`src/rtl/cache_arb_pkg.sv`:
```
// rtl/cache_arb_pkg.sv - shared encodings and defaults for cache_mem_arbiter
//
// Contents:
//   arb_state_t   : IDLE / BUSY / GAP arbiter states
//   arb_op_t      : OP_RD (line fill) / OP_WR (write-through)
//   DEF_BURST_LEN : default read beats per line fill
//   DEF_TIMEOUT   : default watchdog limit in idle BUSY cycles
package cache_arb_pkg;

  typedef enum logic [1:0] {
    IDLE = 2'd0,
    BUSY = 2'd1,
    GAP  = 2'd2
  } arb_state_t;

  typedef enum logic {
    OP_RD = 1'b0,
    OP_WR = 1'b1
  } arb_op_t;

  localparam int DEF_BURST_LEN = 4;
  localparam int DEF_TIMEOUT   = 64;

endpackage

```
`src/rtl/rr_pick2.sv`:
```
// rtl/rr_pick2.sv - two-way round-robin picker
//
// Ports:
//   req  [1:0] in  : request vector, bit X = cache X requesting
//   last       in  : index of the most recent owner
//   pick [1:0] out : one-hot winner, 00 when nobody requests
module rr_pick2 (
  input  logic [1:0] req,
  input  logic       last,
  output logic [1:0] pick
);

  always_comb begin
    pick = 2'b00;
    case (req)
      2'b01:   pick = 2'b01;
      2'b10:   pick = 2'b10;
      // On a tie the requester that did not own the bus last time wins.
      2'b11:   pick = last ? 2'b01 : 2'b10;
      default: pick = 2'b00;
    endcase
  end

endmodule

```
`src/rtl/cache_mem_arbiter.sv`:
```
// rtl/cache_mem_arbiter.sv - round-robin arbiter sharing one memory port between two caches
//
// Optional feature: define ARB_WATCHDOG_EN to abort a BUSY transaction after
// TIMEOUT cycles without a beat and raise the sticky timeout_err flag.
//
// Ports:
//   clock, reset_n              : rising-edge clock, asynchronous active-low reset
//   addr_cX/rd_cX/wr_cX/wdata_cX : cache X request side (requests held until done)
//   rdata_cX/ready_cX            : cache X response side (ready_cX active-low beat)
//   addr_mem/rd_mem/wr_mem/wdata_mem : registered memory command
//   rdata_mem/ready_mem          : memory response (ready_mem active-low beat)
//   grant                        : one-hot current owner, 00 when idle or in the gap
//   timeout_err                  : sticky watchdog abort flag
module cache_mem_arbiter
  import cache_arb_pkg::*;
#(
  parameter int ADDR_W    = 16,
  parameter int DATA_W    = 8,
  parameter int BURST_LEN = DEF_BURST_LEN,
  parameter int TIMEOUT   = DEF_TIMEOUT
) (
  input  logic              clock,
  input  logic              reset_n,
  input  logic [ADDR_W-1:0] addr_c0,
  input  logic              rd_c0,
  input  logic              wr_c0,
  input  logic [DATA_W-1:0] wdata_c0,
  output logic [DATA_W-1:0] rdata_c0,
  output logic              ready_c0,
  input  logic [ADDR_W-1:0] addr_c1,
  input  logic              rd_c1,
  input  logic              wr_c1,
  input  logic [DATA_W-1:0] wdata_c1,
  output logic [DATA_W-1:0] rdata_c1,
  output logic              ready_c1,
  output logic [ADDR_W-1:0] addr_mem,
  output logic              rd_mem,
  output logic              wr_mem,
  output logic [DATA_W-1:0] wdata_mem,
  input  logic [DATA_W-1:0] rdata_mem,
  input  logic              ready_mem,
  output logic [1:0]        grant,
  output logic              timeout_err
);

  localparam logic [2:0] LP_BURST = 3'(BURST_LEN);

  arb_state_t        r_state;
  arb_op_t           r_op;
  logic              r_owner;
  logic              r_last;
  logic [2:0]        r_beats;
  logic [ADDR_W-1:0] r_addr_mem;
  logic [DATA_W-1:0] r_wdata_mem;
  logic              r_rd_mem;
  logic              r_wr_mem;
  logic [1:0]        r_grant;

  logic [1:0]        w_req;
  logic              w_last_eff;
  logic [1:0]        w_pick;
  logic              w_sel;
  logic              w_sel_wr;
  logic [ADDR_W-1:0] w_sel_addr;
  logic [DATA_W-1:0] w_sel_wdata;
  logic              w_beat;
  logic [2:0]        w_beats_nxt;
  logic              w_done;
  logic              w_abort;

  assign w_req = {rd_c1 | wr_c1, rd_c0 | wr_c0};

  // GAP already arbitrates for the next transaction so a new grant lands one
  // cycle after the last beat; the owner just finished counts as last there.
  assign w_last_eff = (r_state == GAP) ? r_owner : r_last;

  rr_pick2 u_pick (
    .req  (w_req),
    .last (w_last_eff),
    .pick (w_pick)
  );

  assign w_sel       = w_pick[1];
  assign w_sel_wr    = w_sel ? wr_c1 : wr_c0;   // write wins over a simultaneous read
  assign w_sel_addr  = w_sel ? addr_c1 : addr_c0;
  assign w_sel_wdata = w_sel ? wdata_c1 : wdata_c0;

  assign w_beat      = (r_state == BUSY) && !ready_mem;
  assign w_beats_nxt = (r_beats == LP_BURST) ? r_beats : r_beats + 3'd1;
  assign w_done      = w_beat && ((r_op == OP_WR) ? (w_beats_nxt == 3'd1)
                                                  : (w_beats_nxt == LP_BURST));

`ifdef ARB_WATCHDOG_EN
  localparam int WD_W = $clog2(TIMEOUT + 1);

  logic [WD_W-1:0] r_wdog;
  logic            r_timeout_err;

  assign w_abort = (r_state == BUSY) && ready_mem && (r_wdog == WD_W'(TIMEOUT - 1));

  always_ff @(posedge clock or negedge reset_n) begin
    if (!reset_n) begin
      r_wdog        <= '0;
      r_timeout_err <= 1'b0;
    end else begin
      if ((r_state != BUSY) || !ready_mem) begin
        r_wdog <= '0;
      end else if (!w_abort) begin
        r_wdog <= r_wdog + 1'b1;
      end
      if (w_abort) begin
        r_timeout_err <= 1'b1;
      end
    end
  end

  assign timeout_err = r_timeout_err;
`else
  assign w_abort     = 1'b0;
  // Always 0 in this build.
  assign timeout_err = (TIMEOUT < 0);
`endif

  always_ff @(posedge clock or negedge reset_n) begin
    if (!reset_n) begin
      r_state     <= IDLE;
      r_op        <= OP_RD;
      r_owner     <= 1'b0;
      r_last      <= 1'b1;
      r_beats     <= 3'd0;
      r_addr_mem  <= '0;
      r_wdata_mem <= '0;
      r_rd_mem    <= 1'b0;
      r_wr_mem    <= 1'b0;
      r_grant     <= 2'b00;
    end else begin
      case (r_state)
        IDLE, GAP: begin
          if (r_state == GAP) begin
            r_last <= r_owner;
          end
          if (|w_pick) begin
            r_state     <= BUSY;
            r_owner     <= w_sel;
            r_op        <= w_sel_wr ? OP_WR : OP_RD;
            r_addr_mem  <= w_sel_addr;
            r_wdata_mem <= w_sel_wdata;
            r_grant     <= w_pick;
            r_beats     <= 3'd0;
            r_rd_mem    <= !w_sel_wr;
            r_wr_mem    <= w_sel_wr;
          end else begin
            r_state <= IDLE;
          end
        end
        BUSY: begin
          if (w_beat) begin
            r_beats <= w_beats_nxt;
          end
          // Requests are not looked at here: a started transfer always runs out.
          if (w_done || w_abort) begin
            r_state  <= GAP;
            r_rd_mem <= 1'b0;
            r_wr_mem <= 1'b0;
            r_grant  <= 2'b00;
          end
        end
        default: r_state <= IDLE;
      endcase
    end
  end

  assign addr_mem  = r_addr_mem;
  assign wdata_mem = r_wdata_mem;
  assign rd_mem    = r_rd_mem;
  assign wr_mem    = r_wr_mem;
  assign grant     = r_grant;

  assign ready_c0  = ((r_state == BUSY) && (r_owner == 1'b0)) ? ready_mem : 1'b1;
  assign ready_c1  = ((r_state == BUSY) && (r_owner == 1'b1)) ? ready_mem : 1'b1;
  assign rdata_c0  = rdata_mem;
  assign rdata_c1  = rdata_mem;

endmodule

```
`config.mk`:
```
export PLATFORM = sky130hd
export DESIGN_NAME = cache_mem_arbiter
export DESIGN_NICKNAME = d
export VERILOG_FILES = /design/src/rtl/cache_arb_pkg.sv /design/src/rtl/rr_pick2.sv /design/src/rtl/cache_mem_arbiter.sv
export SDC_FILE = /design/constraint.sdc
export NUM_CORES = 1
export LEC_CHECK = 0
export BUFFER_PORTS_ARGS = -buffer_cell sky130_fd_sc_hd__buf_2
export CAP_MARGIN = 20
export CORE_MARGIN = 4
export CORE_UTILIZATION = 48
export CTS_CLUSTER_SIZE = 28
export DETAILED_ROUTE_END_ITERATION = 7
export HOLD_SLACK_MARGIN = 0.02
export PLACE_DENSITY = 0.93
export SYNTH_ARGS = -nofsm -noshare
export SYNTH_HDL_FRONTEND = slang
export SYNTH_SLANG_ARGS = --single-unit
```
`constraint.sdc`:
```
create_clock -name clock -period 4.15 [get_ports clock]
set_input_delay 0.2075 -clock clock [delete_from_list [all_inputs] [get_ports clock]]
set_output_delay 0.2075 -clock clock [all_outputs]
set_load 0.01 [all_outputs]
```
== Word level (Yosys, flattened, before mapping) ==
Index checks and enable logic that the tools add are counted.
Word-level totals
  register bits after elaboration: 36
  output and inout bits: 47
  logic and storage cells: 63
  input bits: 63
Cells by class
  reductions and logical operators: 13
  equal/unequal tests: 11
  add/subtract/negate cells: 1
  multiplexer cells: 25
  bitwise gates (word level): 3
Operator list (count)
  $mux 16: 1
  $mux 1: 10
  $mux 3: 3
  $mux 2: 4
  $mux 8: 1
  $pmux 2 s2: 2
  $eq 2x2->1 const B: 3
  $eq 3x3->1 const B: 2
  $ne 2x2->1 const B: 3
  $pmux 2 s3: 1
  $pmux 3 s2: 1
  $reduce_and 3->1: 2
  $eq 2x1->1 const B: 2
  $logic_and 1x1->1: 4
  $pmux 1 s2: 2
  $reduce_or 2->1: 2
  $add 3x1->3 const B: 1
  $eq 3x1->1 const B: 1
  $logic_not 1->1: 2
  $logic_not 2->1: 1
  $or 1x1->1: 2
  $reduce_and 2->1: 1
  $reduce_bool 2->1: 1
  $not 1->1: 1

== Depth between registers and ports, before layout ==
Gate-level depths: netlist of run 1.
  word-level depth: 8
  gate-level depth with buffers: 6
  gate-level depth less buffers: 6

== Cells and area by module ==
From an unflattened synthesis of run 1, not the netlist that was laid out.
Second synthesis, totals
  cells, all modules: 188
  area total of the unflattened synthesis: 1869.3 um^2
By module, submodules not included
  cache_mem_arbiter: cells each 185, area each 1850.5 um^2, times used 1, sequential area each 902.1 um^2
  rr_pick2: cells each 3, area each 18.8 um^2, times used 1, sequential area each 0.0 um^2

== Least setup slack after synthesis of run 1 ==
Ideal clock, no wire load.
  kind: register -> register
  start: register r_beats[0]
  end: register r_grant[1], in the netlist grant[1]
  buffers on the path: 0
  data required time: 4.007 ns
  setup time: 0.143 ns
  clock period less this slack: 2.076 ns
  arrival: 1.933 ns
  path slack: 2.074 ns
  cell stages (with the launch flop): 7
  path through: dfrtp_1 inv_1 ha_1 or3b_1 a311o_1 a2111oi_4 o22ai_1
Between the ends
  longest elaborated chain between the ends: 7
  elaborated cells between the ends (all ways): 9
  classes of those cells: add/sub: 1; eq/ne: 4; mux: 2; reduce/logical: 2
Ends and longest elaborated chain
  start: declaration: line cache_mem_arbiter.sv:52  | logic [2:0] r_beats;
  start signal: assignment: line cache_mem_arbiter.sv:158  | r_beats <= w_beats_nxt;
  $add 3x1->3 or $eq 3x3->1 (tied branches): line cache_mem_arbiter.sv:89  | assign w_beats_nxt = (r_beats == LP_BURST) ? r_beats : r_beats + 3'd1;
  $mux 3 (*): line cache_mem_arbiter.sv:89
  $eq 3x3->1 or $eq 3x1->1 (tied branches): line cache_mem_arbiter.sv:91, cache_mem_arbiter.sv:90
  $mux 1 (*): line cache_mem_arbiter.sv:90  | assign w_done = w_beat && ((r_op == OP_WR) ? (w_beats_nxt == 3'd1)
  $logic_and 1x1->1 (*): line cache_mem_arbiter.sv:90
  $ne 2x2->1 (no source line) (*)
  $reduce_and 3->1 (no source line) (*)
  end signal: assignment: line cache_mem_arbiter.sv:148  | r_grant <= w_pick;
  end: declaration: line cache_mem_arbiter.sv:57  | logic [1:0] r_grant;
Mark *: on every way between the ends. The rest lies on a longest branch, timed or not.
A chain may end at the register's enable or synchronous reset.

== Worst setup path after layout of run 1 ==
  start: register r_state[0]
  end: register r_grant[0], in the netlist grant[0]
Between the ends
  longest elaborated chain between the ends: 7
  elaborated cells between the ends (all ways): 16
  classes of those cells: eq/ne: 4; mux: 5; reduce/logical: 7
Ends and longest elaborated chain
  start: declaration: line cache_mem_arbiter.sv:48  | arb_state_t r_state;
  start signal: assignment: line cache_mem_arbiter.sv:126  | r_state <= IDLE;
  start signal: assignment: line cache_mem_arbiter.sv:143  | r_state <= BUSY;
  start signal: assignment: line cache_mem_arbiter.sv:153  | r_state <= IDLE;
  $eq 2x2->1: line cache_mem_arbiter.sv:75, cache_mem_arbiter.sv:137
  $mux 1
  $mux 2: line rr_pick2.sv:19  | 2'b11: pick = last ? 2'b01 : 2'b10;
  $pmux 2 s3: line rr_pick2.sv:15  | case (req)
  $reduce_or 2->1: line cache_mem_arbiter.sv:142  | if (|w_pick) begin
  $ne 2x2->1 (no source line)
  $reduce_and 3->1 (no source line)
Several ways; a longest one is shown, not always the timed one. The select of a mux whose other input is x is not followed.

==> impl_metrics.ini, run 1 <==
[logic_synthesis]
synth_area_leaders = dfrtp_1 43%, o2111ai_1 11%, nand2_1 11%
synth_nets = 290
syn_inst = 225
synth_top_area_share_pct = 43.00
ys_warn_count = 0
ys_types = 36
syn_area_um2 = 2037
synth_seq_cells = 36
synth_top_area_cell = dfrtp_1
synth.avg_cell_area_um2 = 9.053
seq_area_frac_synth_pct = 44.29

[floorplan]
die_y_um = 73.15
ios = 110
start_util_pct = 50.20
dieArea_um2 = 5350
dieWidth_um = 73.15
num_rows = 23
fp.coreArea_um2 = 4058

[critical_path]
cp-start-kind = flip-flop
reg2reg_from = r_state[0]
crit_fanout = 25
worstPathArrival_ns = 2.50
end_kind = flip-flop
r2r_end = grant[0]
rr_worst_depth = 5
r2r_slack_ns = 1.83
path_class = flip-flop to flip-flop
cp_data_required_time_ns = 4.33

[power]
peakVddDrop_uv = 364.1
internal-power_uw = 950.2
p_leak_uw = 0.001118
p_seq_share_pct = 37.4
p_sw_share_pct = 43.54
p_switching_uw = 732.7
powerDensity_nw_per_um2 = 688.0
clock_power_share_pct = 14.0
comb_power_share_pct = 48.6

[clock_tree]
root_buffer = clkbuf_8
cts_setup_buffers = 0
cts_tree = done
cts_hold_buf = 0
clock_sinks = 36
clk_path_buf_depth = 2
h-tree-depth = 2
cts.clk_slew.worst_paths_ns = 0.07
numCtsBuffers = 5
clk_latency_ns = 0.29
cts.repair.resized = 0

[finish]
nets = 350
area_growth_pct = 20.09
drive_gt1_share_pct = 35.79
n_antenna_cell = 0

[routing]
drt-wirelength-per-cell_um = 16.48
via_per_inst = 5.857
vias = 1962
drc = 0
wirelength_mm = 5.522
drtIter0Drc = 113
dr.pass1.iters = 4
drtAntennaViolNets = 0

[placement]
pre_cts_ws_ns = 1.851
dp_hpwl_mm = 3.810
place_congestion = 0.8393
numPortBuffers = 84

[sta]
setup_viol = 0
rsz0062_at_grt = false
post-route-period-util_pct = 55.86
worst_pin_slew_ns = 1.097
hold_slack_ns = -0.009054
finalHoldViolCount = 5
relSlewSlack_pct = 26.80
tns_ns = 0
fin_ws_ns = 1.832
final.min_clock_period_ns = 2.318
finalClockSkew_ns = 0.006866
timing.fmax_mhz = 431.3
slew_violations = 0

[global_route]
grt_max_degree = 37
antenna_found_initial = 0
track_usage_pct = 20.83
overflow = 0
grt_pass1_wl_mm = 8.666
grt_pass1_vias = 1797

[run]
cap_violations = 0

[outcome]
violations = hold timing
status = complete, but fails checks

[hold_path]
holdCritPathClass = input port to async pin
[stage by stage]
| step | instances | total power [µW] | area (µm²) | utilization (%) | hold slack, ns |
|---|---|---|---|---|---|
| after floorplan | 225 | 1161 | 2037 | - | -0.08809 |
| after global placement | 327 | 1400 | 2354 | 58.00 | 0.3286 |
| after detailed placement | 327 | 1438 | 2354 | 58.00 | 0.3387 |
| after CTS | 334 | 1673 | 2431 | 59.91 | 0.02839 |
| after global routing | 335 | 1811 | 2446 | 60.28 | 0.06051 |
| final | 335 | 1683 | 2446 | 60.28 | -0.009054 |
[state kept, by name (all words and copies together), names as in the netlist]
name and flops:
r_op 1, wr_mem 1, r_beats 3, r_owner 1
rd_mem 1, wdata_mem 8, r_state 2, grant 2
r_last 1, addr_mem 16
[critical path, cell delays in order, from the launching register on]
cell and delay [ns]:
dfrtp_1 0.46, clkinv_1 0.65, o21ai_2 0.52, buf_4 0.36
nand2_1 0.08, o32ai_1 0.13
[layer usage]
metal  global-route usage (%)  vias up  routed length [µm]
li1                         -      935                   -
met5                        0        -                   0
met3                    5.647       11                 455
met2                    32.37       82                2632
met1                    27.32      934                2326
met4                    8.607        0                 107
[kinds of logic (layout without fill, tap and decap cells)]
group | Yosys count | in the layout | synth area share (%)
compound gates | 69 | 69 | 27.09
buf+inv | 40 | 100 | 10.50
fa+ha+maj | 2 | 2 | 1.228
other cells | 1 | 1 | 0.1841
mux | 1 | 1 | 0.5528
flops | 36 | 36 | 44.29
simple gates | 76 | 76 | 16.16
[cells in the final DEF (no fill, tap or decap), types with 2 or more instances in the layout]
master	count
inv_1	5
or2_2	3
o2111ai_1	25
o21ai_0	4
ha_1	2
nor2_1	4
o22ai_1	2
o21ai_2	2
clkbuf_8	5
buf_2	84
a21oi_1	2
dfrtp_1	35
clkinv_1	2
nand2_1	57
o211ai_1	25
nand2b_1	3
[power by group through the flow]
stage	logic (µW)	clock network [µW]	registers, µW
detailed placement	811	0	627
global placement	774	0	625
finish	818	236	629
floorplan	487	0	674
global route	904	257	650
CTS	810	239	625
[cell usage after synthesis (all sizes together)]
| cell | instances |
|---|---|
| nand2b | 3 |
| clkbuf | 15 |
| or2 | 3 |
| a211oi | 1 |
| a22o | 1 |
| or3b | 1 |
| o211ai | 25 |
| a21oi | 3 |
| nor2 | 5 |
| o21ai | 6 |
| o2111ai | 25 |
| mux2 | 1 |
| nand3 | 1 |
| nor3b | 1 |
| o22ai | 2 |
| a311o | 1 |
| clkinv | 2 |
| nand3b | 1 |
| nor2b | 1 |
| and3b | 1 |
| o32ai | 1 |
| dfstp | 1 |
| dfrtp | 35 |
| conb | 1 |
| o311ai | 1 |
| o21a | 1 |
| inv | 5 |
| a2111oi | 1 |
| buf | 18 |
| ha | 2 |
| o2bb2ai | 1 |
| and4b | 1 |
| nor3 | 1 |
| nand2 | 57 |
[worst max path at each step]
| stage | start | slack [ns] | to |
|---|---|---|---|
| floorplan | r_beats[0] | 2.07 | grant[1] |
| global placement | r_state[0] | 1.96 | grant[0] |
| detailed placement | r_beats[0] | 1.85 | grant[1] |
| CTS | r_beats[0] | 1.84 | grant[1] |
| global route | r_state[0] | 1.65 | grant[0] |
| finish | r_state[0] | 1.83 | grant[0] |
[layout make-up]
| cell class | count | area [µm²] |
|---|---|---|
| Multi-Input combinational cell | 149 | 934.6 |
| Fill cell | 340 | 1612 |
| Tap cell | 50 | 62.56 |
| Inverter | 7 | 26.28 |
| Timing Repair Buffer | 86 | 442.9 |
| Clock buffer | 6 | 72.57 |
| Sequential cell | 36 | 902.1 |
| Clock inverter | 1 | 5.005 |
(Power assumes the default switching activity.)
==> run 2, diff against run 1 <==
--- a/config.mk
+++ b/config.mk
@@ -8,11 +8,11 @@
 export BUFFER_PORTS_ARGS = -buffer_cell sky130_fd_sc_hd__buf_2
 export CAP_MARGIN = 20
 export CORE_MARGIN = 4
-export CORE_UTILIZATION = 48
+export CORE_UTILIZATION = 40
 export CTS_CLUSTER_SIZE = 28
 export DETAILED_ROUTE_END_ITERATION = 7
 export HOLD_SLACK_MARGIN = 0.02
-export PLACE_DENSITY = 0.93
+export PLACE_DENSITY = 0.84
 export SYNTH_ARGS = -nofsm -noshare
 export SYNTH_HDL_FRONTEND = slang
 export SYNTH_SLANG_ARGS = --single-unit
==> constraint.sdc (replaced) <==
create_clock -name clock -period 1.9 [get_ports clock]
set_input_delay 0.095 -clock clock [delete_from_list [all_inputs] [get_ports clock]]
set_output_delay 0.095 -clock clock [all_outputs]
set_load 0.01 [all_outputs]
==> run 2 against run 1 <==
Compared with the run above:
- sequential share of layout area shrank 2.6 points
- critical endpoint unchanged
- clock skew fell by 0.0024 ns
- wire length is 3.0% higher
- the run ends with setup timing left
- flip-flop and latch count unchanged
==> impl_metrics.ini, run 2 (same netlist as run 1, synthesis figures left out) <==
[critical_path]
path_class = flip-flop to flip-flop
max_stage_delay_ns = 0.47
cp_data_required_time_ns = 2.05
cpMaxStageDelayCell = a2111oi_4
r2r_slack_ns = -0.21
cp-start-kind = flip-flop
end_kind = flip-flop
worstPathCellList = ha_2, or3b_1, a311o_1, a2111oi_4, o32ai_1
worstPathArrival_ns = 2.27
crit_fanout = 5

[sta]
hold_slack_ns = 0.04309
final.min_clock_period_ns = 2.113
tns_ns = -0.8838
timing.fmax_mhz = 473.2
rsz0062_at_grt = true
finalHoldViolCount = 0
setup_viol = 5
worst_pin_slew_ns = 0.8160
relSlewSlack_pct = 45.60
finalClockSkew_ns = 0.004501
post-route-period-util_pct = 111.2
fin_ws_ns = -0.2134
slew_violations = 0

[routing]
dr.pass1.iters = 4
wirelength_mm = 5.689
drt-wirelength-per-cell_um = 15.38
drtAntennaViolNets = 0
vias = 1993
drc = 0
drtIter0Drc = 151
via_per_inst = 5.386

[finish]
nets = 367
final_common_cell = buf_2
finalInstanceArea_um2 = 2638
area_growth_pct = 29.48
drive_gt1_share_pct = 40.92
largest_reg_flops = 16
n_antenna_cell = 0
layout_common_cells = 84 x buf_2, 57 x nand2_1, 34 x dfrtp_1, 25 x o2111ai_1, 25 x o211ai_1
final_util_pct = 54.75

[clock_tree]
clk_path_buf_depth = 2
clk_latency_ns = 0.29
clock_sinks = 36
root_buffer = clkbuf_8
cts.clk_slew.worst_paths_ns = 0.07
cts_tree = done
numCtsBuffers = 5
h-tree-depth = 2

[global_route]
antenna_found_initial = 0
grt_pass1_wl_mm = 9.473
grt_pass1_vias = 1931
overflow = 0
track_usage_pct = 19.18
grt_max_degree = 37

[power]
internal-power_uw = 2300
peakVddDrop_uv = 642.8
powerDensity_nw_per_um2 = 1501
clock_power_share_pct = 14.5
p_leak_uw = 0.001214
p_sw_share_pct = 41.88
p_switching_uw = 1657
p_seq_share_pct = 34.4
comb_power_share_pct = 51.1

[placement]
dp_hpwl_mm = 4.009
numPortBuffers = 84
placedInstanceArea_um2 = 2501
place_congestion = 0.8285

[floorplan]
dieArea_um2 = 6298
fp.coreArea_um2 = 4817
start_util_pct = 42.29
dieWidth_um = 79.36
num_rows = 25
die_y_um = 79.36
ios = 110

[outcome]
violations = setup timing
status = complete, but fails checks

[hold_path]
holdCritPathClass = input port to flip-flop

[run]
cap_violations = 0
==> run 2: cell types whose count changed in the layout (fill, tap and decap cells not counted), sizes merged <==
| cell | previous run | this run |
|---|---|---|
| dlygate4sd3 | 0 | 1 |
| clkinv | 3 | 4 |
| buf | 86 | 102 |
==> run 2: cell type report <==
cell class,count,area (µm²)
Multi-Input combinational cell,149,949.7
Clock inverter,2,10.01
Timing Repair Buffer,103,581.8
Fill cell,449,2180
Sequential cell,36,903.4
Clock buffer,6,82.58
Inverter,7,26.28
Tap cell,67,83.83
==> run 2: worst paths after layout <==
path	startpoint	to	cells after the start
setup / recovery	r_beats[0]	grant[0]	5
hold / removal	ready_mem	r_state[1]	2
setup reg to reg	r_beats[0]	grant[0]	5
hold reg to reg	addr_mem[4]	addr_mem[4]	2
max in group asynchronous	reset_n	r_beats[0]	2
min in group asynchronous	reset_n	wdata_mem[1]	2
==> run 2: metrics by stage <==
step / power, µW / setup slack (ns) / std cells
global placement: 3272 / -0.1948 / 357
floorplan: 2540 / -0.1345 / 225
global route: 4273 / -0.2753 / 370
CTS: 3963 / -0.2060 / 369
finish: 3958 / -0.2134 / 370
detailed placement: 3344 / -0.2777 / 358
==> run 2: power by group through the flow <==
stage	clock network [µW]	registers, µW	logic (µW)
after floorplan	0	1470	1070
after global placement	0	1360	1910
after detailed placement	0	1370	1980
after CTS	585	1360	2020
after global routing	618	1410	2250
final	573	1360	2020
==> run 2: repair_timing <==
action                     in CTS  in global routing
hold endpoints to repair       35                  0
hold buffers                    1                  0
setup buffers                   2                  1
pin swaps                       3                  2
setup endpoints to repair       5                  6
gates resized for setup         2                  1
==> run 2: metal layers <==
metal | share of wire, % | global-route usage [%] | vias up
met2 | 49 | 31.06 | 91
met3 | 8.1 | 4.762 | 6
met1 | 42 | 25.16 | 931
met4 | 0.84 | 6.014 | 0
met5 | 0 | 0 | -
li1 | - | - | 965
==> run 2: worst max-delay path, delay by kind of cell, from the launching register on <==
family | cells | cell delay (ns)
fa+ha+maj | 1 | 0.19
flops | 1 | 0.45
compound gates | 3 | 0.97
simple gates | 1 | 0.38
